<file path="src/rtl/sd_cmd_seq.sv">
// sd_cmd_seq: SD card command sequencer.
//
// Sits directly upstream of the SD command-line controller. After reset it
// walks the card through CMD0, CMD8, CMD55/ACMD41 (repeated until the card
// reports ready), CMD2, CMD3, CMD7 and CMD16 at the slow identification clock.
// It records the card type (CCS) and the RCA, then switches the controller to
// the fast divider. From then on it serves single-sector read requests by
// issuing CMD17 and waits for the data-line stage to finish the sector.
//
// Optional build macro:
//   SD_V1_FALLBACK_EN - a CMD8 timeout is treated as an SDv1 card (HCS=0 in
//                       ACMD41, card_sdhc forced to 0) instead of an error.
//
// Ports:
//   clk, rst           system clock, asynchronous active-high reset
//   sdc_start          one-cycle command start pulse to the controller
//   sdc_precnt         idle sdclk cycles before the command
//   sdc_cmd, sdc_arg   command index and argument
//   sdc_clkdiv         sdclk divider
//   sdc_busy           controller busy
//   sdc_done           one-cycle command-finished pulse
//   sdc_timeout        no response (valid with sdc_done)
//   sdc_syntaxe        response format/index error (valid with sdc_done)
//   sdc_resparg        response argument field
//   rd_req, rd_sector  level read request (held until rd_ack) and sector number
//   rd_ack             one-cycle pulse: request accepted
//   rd_cmd_ok          one-cycle pulse: CMD17 response good
//   rd_err             one-cycle pulse: CMD17 failed
//   rd_data_done       data-line stage finished the sector
//   init_done          card ready
//   init_err           sticky initialisation failure
//   card_sdhc          CCS bit from ACMD41
//   card_rca           relative card address
module sd_cmd_seq #(
  parameter logic [15:0] SLOWDIV    = 16'd50,
  parameter logic [15:0] FASTDIV    = 16'd1,
  parameter logic [15:0] ACMD41_MAX = 16'd1000
) (
  input  logic        clk,
  input  logic        rst,
  output logic        sdc_start,
  output logic [15:0] sdc_precnt,
  output logic [5:0]  sdc_cmd,
  output logic [31:0] sdc_arg,
  output logic [15:0] sdc_clkdiv,
  input  logic        sdc_busy,
  input  logic        sdc_done,
  input  logic        sdc_timeout,
  input  logic        sdc_syntaxe,
  input  logic [31:0] sdc_resparg,
  input  logic        rd_req,
  input  logic [31:0] rd_sector,
  output logic        rd_ack,
  output logic        rd_cmd_ok,
  output logic        rd_err,
  input  logic        rd_data_done,
  output logic        init_done,
  output logic        init_err,
  output logic        card_sdhc,
  output logic [15:0] card_rca
);

  typedef enum logic [3:0] {
    S_CMD0, S_CMD8, S_CMD55, S_ACMD41, S_CMD2, S_CMD3, S_CMD7, S_CMD16,
    S_IDLE, S_CMD17, S_RD_WAIT, S_ERR
  } state_t;

  state_t      state_q;
  logic        issued_q;    // command of the current state has been started
  logic        card_v2_q;
  logic        slow55_q;    // next CMD55 follows a not-ready ACMD41
  logic [15:0] attempts_q;
  logic [31:0] sector_q;

  logic        is_cmd_d;
  logic [5:0]  cmd_d;
  logic [31:0] arg_d;
  logic [15:0] pre_d;
  logic [15:0] attempts_d;
  logic        done_d;

  // Response bits 15:12 carry no information this block acts on.
  logic unused_resp_bits;
  assign unused_resp_bits = ^sdc_resparg[15:12];

  // Command to issue in the current state.
  always_comb begin
    is_cmd_d = 1'b1;
    cmd_d    = 6'd0;
    arg_d    = 32'd0;
    pre_d    = 16'd2;
    case (state_q)
      S_CMD0:   pre_d = 16'd250;
      S_CMD8:   begin cmd_d = 6'd8;  arg_d = 32'h0000_01AA; end
      S_CMD55:  begin cmd_d = 6'd55; pre_d = slow55_q ? 16'd1000 : 16'd2; end
      S_ACMD41: begin
        cmd_d = 6'd41;
        arg_d = card_v2_q ? 32'h4010_0000 : 32'h0010_0000;
      end
      S_CMD2:   cmd_d = 6'd2;
      S_CMD3:   cmd_d = 6'd3;
      S_CMD7:   begin cmd_d = 6'd7;  arg_d = {card_rca, 16'h0000}; end
      S_CMD16:  begin cmd_d = 6'd16; arg_d = 32'd512; end
      // Standard-capacity cards take a byte address; it wraps modulo 2^32.
      S_CMD17:  begin
        cmd_d = 6'd17;
        arg_d = card_sdhc ? sector_q : {sector_q[22:0], 9'b0};
      end
      default:  is_cmd_d = 1'b0;
    endcase
  end

  assign attempts_d = attempts_q + 16'd1;
  // A done pulse counts only once our own start has gone out and retired.
  assign done_d     = is_cmd_d && issued_q && !sdc_start && sdc_done;
  // Accept is combinational so the sector is captured in the ack cycle.
  assign rd_ack     = (state_q == S_IDLE) && rd_req;

  always_ff @(posedge clk or posedge rst) begin
    if (rst) begin
      state_q    <= S_CMD0;
      issued_q   <= 1'b0;
      card_v2_q  <= 1'b0;
      slow55_q   <= 1'b0;
      attempts_q <= 16'd0;
      sector_q   <= 32'd0;
      sdc_start  <= 1'b0;
      sdc_precnt <= 16'd0;
      sdc_cmd    <= 6'd0;
      sdc_arg    <= 32'd0;
      sdc_clkdiv <= SLOWDIV;
      rd_cmd_ok  <= 1'b0;
      rd_err     <= 1'b0;
      init_done  <= 1'b0;
      init_err   <= 1'b0;
      card_sdhc  <= 1'b0;
      card_rca   <= 16'd0;
    end else begin
      sdc_start <= 1'b0;
      rd_cmd_ok <= 1'b0;
      rd_err    <= 1'b0;
      if (is_cmd_d && !issued_q) begin
        if (!sdc_busy) begin
          sdc_start  <= 1'b1;
          sdc_cmd    <= cmd_d;
          sdc_arg    <= arg_d;
          sdc_precnt <= pre_d;
          issued_q   <= 1'b1;
        end
      end else if (done_d) begin
        issued_q <= 1'b0;
        case (state_q)
          S_CMD0: state_q <= S_CMD8;
          S_CMD8: begin
            if (!sdc_timeout && !sdc_syntaxe && sdc_resparg[11:0] == 12'h1AA) begin
              card_v2_q <= 1'b1;
              state_q   <= S_CMD55;
            end
`ifdef SD_V1_FALLBACK_EN
            else if (sdc_timeout) begin
              state_q <= S_CMD55;
            end
`endif
            else begin
              state_q  <= S_ERR;
              init_err <= 1'b1;
            end
          end
          S_CMD55: begin
            if (sdc_timeout || sdc_syntaxe) begin
              state_q  <= S_ERR;
              init_err <= 1'b1;
            end else begin
              state_q <= S_ACMD41;
            end
          end
          S_ACMD41: begin
            if (sdc_timeout) begin
              state_q  <= S_ERR;
              init_err <= 1'b1;
            end else if (sdc_resparg[31]) begin
`ifdef SD_V1_FALLBACK_EN
              card_sdhc <= sdc_resparg[30] & card_v2_q;
`else
              card_sdhc <= sdc_resparg[30];
`endif
              slow55_q <= 1'b0;
              state_q  <= S_CMD2;
            end else begin
              attempts_q <= attempts_d;
              if (attempts_d >= ACMD41_MAX) begin
                state_q  <= S_ERR;
                init_err <= 1'b1;
              end else begin
                slow55_q <= 1'b1;
                state_q  <= S_CMD55;
              end
            end
          end
          // R2 carries no index field, so a syntax flag here is meaningless.
          S_CMD2: begin
            if (sdc_timeout) begin
              state_q  <= S_ERR;
              init_err <= 1'b1;
            end else begin
              state_q <= S_CMD3;
            end
          end
          S_CMD3: begin
            card_rca <= sdc_resparg[31:16];
            if (sdc_timeout || sdc_syntaxe || sdc_resparg[31:16] == 16'd0) begin
              state_q  <= S_ERR;
              init_err <= 1'b1;
            end else begin
              state_q <= S_CMD7;
            end
          end
          S_CMD7: begin
            if (sdc_timeout || sdc_syntaxe) begin
              state_q  <= S_ERR;
              init_err <= 1'b1;
            end else begin
              state_q <= S_CMD16;
            end
          end
          // The controller is idle here, so the divider can switch safely.
          S_CMD16: begin
            if (sdc_timeout || sdc_syntaxe) begin
              state_q  <= S_ERR;
              init_err <= 1'b1;
            end else begin
              sdc_clkdiv <= FASTDIV;
              init_done  <= 1'b1;
              state_q    <= S_IDLE;
            end
          end
          S_CMD17: begin
            if (!sdc_timeout && !sdc_syntaxe && sdc_resparg[31:19] == 13'd0) begin
              rd_cmd_ok <= 1'b1;
              state_q   <= S_RD_WAIT;
            end else begin
              rd_err  <= 1'b1;
              state_q <= S_IDLE;
            end
          end
          default: state_q <= state_q;
        endcase
      end else begin
        case (state_q)
          S_IDLE: begin
            if (rd_req) begin
              sector_q <= rd_sector;
              state_q  <= S_CMD17;
            end
          end
          S_RD_WAIT: begin
            if (rd_data_done) state_q <= S_IDLE;
          end
          S_ERR: begin
            init_err  <= 1'b1;
            init_done <= 1'b0;
          end
          default: state_q <= state_q;
        endcase
      end
    end
  end

endmodule
</file>
<file path="config.mk">
export PLATFORM = sky130hd
export DESIGN_NAME = sd_cmd_seq
export DESIGN_NICKNAME = d
export VERILOG_FILES = /design/src/rtl/sd_cmd_seq.sv
export SDC_FILE = /design/constraint.sdc
export NUM_CORES = 1
export LEC_CHECK = 0
export ABC_CLOCK_PERIOD_IN_PS = 4800
export BUFFER_PORTS_ARGS = -buffer_cell sky130_fd_sc_hd__buf_2
export CAP_MARGIN = 20
export CORE_MARGIN = 2
export CORE_UTILIZATION = 35
export DETAILED_ROUTE_END_ITERATION = 8
export PLACE_DENSITY_LB_ADDON = 0.12
export SETUP_SLACK_MARGIN = 0.02
export SLEW_MARGIN = 20
export SYNTH_ARGS = -nofsm -noshare
export SYNTH_HDL_FRONTEND = slang
export SYNTH_SLANG_ARGS = --single-unit
</file>
<file path="constraint.sdc">
create_clock -name clk -period 4.8 [get_ports clk]
set_input_delay 0.96 -clock clk [delete_from_list [all_inputs] [get_ports clk]]
set_output_delay 0.96 -clock clk [all_outputs]
set_load 0.02 [all_outputs]
</file>
==> impl_metrics.csv <==
group,metric,value,unit
synthesis,synth_edf_count,0,
finish,fill_cells,1697,
timing,finalClockSkew,11.16,ps
finish,nets,841,
worst_hold_path,hp-class,"reg -> reg",
routing,postRouteAntennaNets,0,
timing,relSlewSlack,0.3359,
timing,fmax,0.2664,GHz
global_routing,grt_antenna_before_repair,0,
worst_hold_path,worstHoldPathCells,2,
timing,hold_viol,0,
finish,final_cells,1000,
setup_path,reg2reg_slack,1920,ps
setup_path,reg2regPathDepth,7,
die,die_h,135.3,um
clock_network,clkTransAtPathRegs,60,ps
pwr,p_sw_frac,0.3792,
synthesis,syn-instance-count,647,
clock_network,hold_buffers,0,
routing,first_pass_iters,4,
synthesis,synth-main-ff-cell,"dfrtp_1",
die,fp-row-count,47,
timing,finalCritPeriodShare,0.7820,
clock_network,insertion_delay,420,ps
setup_path,r2r-start,"state_q[1]",
finish,areaGrowthSynthToFinish,23.05,%
clock_network,tritoncts.num_buffers,17,
pwr,clock_power_share,0.324,
pwr,power.switching,1.650,mW
global_routing,track_usage,0.1978,
die,dieWidth,135.3,um
pwr,p_seq_frac,0.360,
setup_path,rr_endpoint,"sdc_precnt[1]",
setup_path,cp_data_arrival_time,2790,ps
routing,vias_per_cell,4.968,
setup_path,worst_setup_path_start_kind,"flop",
clock_network,cts-htree-levels,4,
pwr,p_leak,3.753,nW
setup_path,critPathCaptureType,"output pin",
timing,worst_pin_slew,993.8,ps
pwr,p_per_area,586.3,nW/um^2
synthesis,synthDistinctLibCells,60,
pwr,p_int,2.701,mW
routing,drt_iter0_drc,289,
synthesis,synth_top_area_frac,0.4979,
global_routing,grt_pass1_vias,5074,
outcome,outcome,"complete, no violations",
place,place.port_buffers,140,
global_routing,grt_max_degree,61,
routing,num_vias,4968,
clock_network,cts_root_buf,"clkbuf_16",
timing,setup_violations,0,
global_routing,grt_first_pass_wirelength,27650,um
clock_network,tritoncts,"yes",
routing,wire_per_inst,17.28,um
place,gp_congestion,0.8721,
clock_network,post_cts_buffers,0,
pwr,peakVddDrop,0.2450,mV
clock_network,cts_resized,0,
pwr,power.total,4.351,mW
timing,fin_crit,3753,ps
worst_hold_path,hp-start,"sdc_arg[2]",
routing,wl,17280,um
finish,drive_gt1_frac,0.2667,
synthesis,yosys-top-cells-area,"dfrtp_1, nand2_1, mux2i_1, buf_4, mux2_2",
timing,finalMaxSlewViolations,0,
place,placed_area,6760,um^2
synthesis,yosys.area.top_type,"dfrtp_1",
routing,route.detailed.drc,0,
run,max-cap-violations,0,
die,ios,165,
place,dp_hpwl,12510,um
finish,final_area,7421,um^2
worst_hold_path,whs_endpoint,"sdc_arg[2]",
synthesis,netlist_area,6031,um^2
finish,diodes,0,
place,dp_cells,969,
die,dieArea,18300,um^2
synthesis,avgSynthCellArea,9.321,um^2
timing,rsz0062_at_grt,"false",
synthesis,yosys_register_bits,121,
clock_network,cts_buffer_depth,2,
die,core,16700,um^2
setup_path,path_max_fanout,33,
global_routing,overflow,0,
synthesis,yosys_warnings,0,
setup_path,required,3840,ps
synthesis,seq_area_frac_synth,0.5023,
clock_network,cts.sinks,121,
timing,finalSetupTns,0,ps
die,initial_core_util,0.3611,
pwr,p_comb_frac,0.316,
setup_path,crit_type,"reg -> out",
synthesis,synthArstFlopShare,1.000,
[power groups by stage]
| stage | Combinational (mW) | Sequential, mW | Clock (mW) |
|---|---|---|---|
| detailed placement | 1.38 | 1.59 | 0 |
| floorplan | 0.839 | 1.64 | 0 |
| CTS | 1.39 | 1.57 | 1.44 |
| global route | 1.54 | 1.61 | 1.48 |
| global placement | 1.37 | 1.58 | 0 |
| finish | 1.37 | 1.57 | 1.41 |
[placed cells by master (no fill, tap or decap), drive strengths merged, types with 2 or more instances in the layout]
| cell | count |
|---|---|
| nor2b | 2 |
| a21oi | 31 |
| nand3 | 17 |
| mux2i | 24 |
| nand4 | 10 |
| and4 | 3 |
| o21ai | 35 |
| mux2 | 17 |
| dfrtp | 120 |
| a311oi | 2 |
| a21o | 2 |
| o31ai | 11 |
| clkinvlp | 2 |
| nor3 | 13 |
| o22ai | 2 |
| and2 | 4 |
| a221oi | 2 |
| nand3b | 5 |
| nor2 | 43 |
| xor2 | 7 |
| or3 | 2 |
| nor4bb | 2 |
| o2111ai | 2 |
| nor4 | 6 |
| o41ai | 4 |
| xnor2 | 13 |
| bufinv | 5 |
| buf | 147 |
| conb | 20 |
| o21a | 3 |
| o22a | 2 |
| inv | 10 |
| nand2 | 168 |
| clkbuf | 20 |
| clkinv | 3 |
| nand2b | 6 |
[stage by stage]
stage	utilization	setup WS, ps	hold slack (ps)
6_report	0.4443	1047	460.4
5_1_grt	0.4443	765.6	484.3
4_1_cts	0.4437	1053	464.5
3_5_place_dp	0.4048	1519	450.9
3_3_place_gp	0.4048	1519	442.4
2_1_floorplan	-	627.5	427.8
[synthesized netlist by cell type, types with 5 or more instances]
| cell | instances |
|---|---|
| mux2i_1 | 24 |
| xor2_1 | 7 |
| nand4_1 | 9 |
| a21oi_1 | 31 |
| o31ai_1 | 11 |
| inv_1 | 8 |
| nor2_1 | 43 |
| o21ai_0 | 35 |
| dfrtp_1 | 120 |
| nand2_1 | 168 |
| clkbuf_1 | 25 |
| nand3_1 | 15 |
| nor3_1 | 13 |
| nand3b_1 | 5 |
| buf_4 | 30 |
| mux2_2 | 17 |
| xnor2_1 | 13 |
[state kept, by name, summed over array words and instances (netlist names), 2 cells and up]
name and count:
attempts_q 16, sector_q 32, sdc_cmd 6, sdc_clkdiv 2
sdc_precnt 4, state_q 4, card_rca 16, sdc_arg 32
[area by class of cell]
class | count | area, um^2 | share of cell area
Tap cell | 220 | 275.3 | 0.03709
Sequential cell | 121 | 3029 | 0.4082
Multi-Input combinational cell | 472 | 2678 | 0.3608
Clock inverter | 11 | 192.7 | 0.02597
Clock buffer | 20 | 456.7 | 0.06154
Inverter | 9 | 36.28 | 0.004890
Timing Repair Buffer | 147 | 753.2 | 0.1015
[how the worst max path moves through the flow]
stage / start / endpoint / slack, ps / cells past startpoint
detailed placement: state_q[1] / rd_ack / 1520 / 4
global placement: state_q[1] / rd_ack / 1520 / 4
finish: state_q[1] / rd_ack / 1050 / 4
global route: state_q[1] / rd_ack / 770 / 4
floorplan: rst / attempts_q[0] / 630 / 1
CTS: state_q[1] / rd_ack / 1050 / 4
[kinds of logic after synthesis]
logic type               count (synthesis)  synth area share
AND/OR/NAND/NOR                        286            0.2178
XOR/XNOR                                20           0.02905
multiplexers                            41           0.07158
flip-flops                             121            0.5023
buffers and inverters                   73           0.06826
adder cells (fa/ha/maj)                  1          0.002074
AO/OA/AOI/OAI                          104            0.1083
other                                    1         0.0006218
[worst max-delay path, stage by stage, from the launching register on]
cell and delay [ps]:
dfrtp_1 620, nor2_1 480, nand3_1 230, inv_1 740
buf_2 310
[layer usage]
metal | up-vias | track usage | part of all wire | wire [um]
li1 | 2409 | - | - | -
met1 | 2418 | 0.2620 | 0.45 | 7850
met3 | 14 | 0.05051 | 0.050 | 857
met5 | - | 0 | 0 | 0
met2 | 127 | 0.3263 | 0.49 | 8400
met4 | 0 | 0.04803 | 0.0098 | 169
No activity file was read; power rests on OpenSTA's default activity.
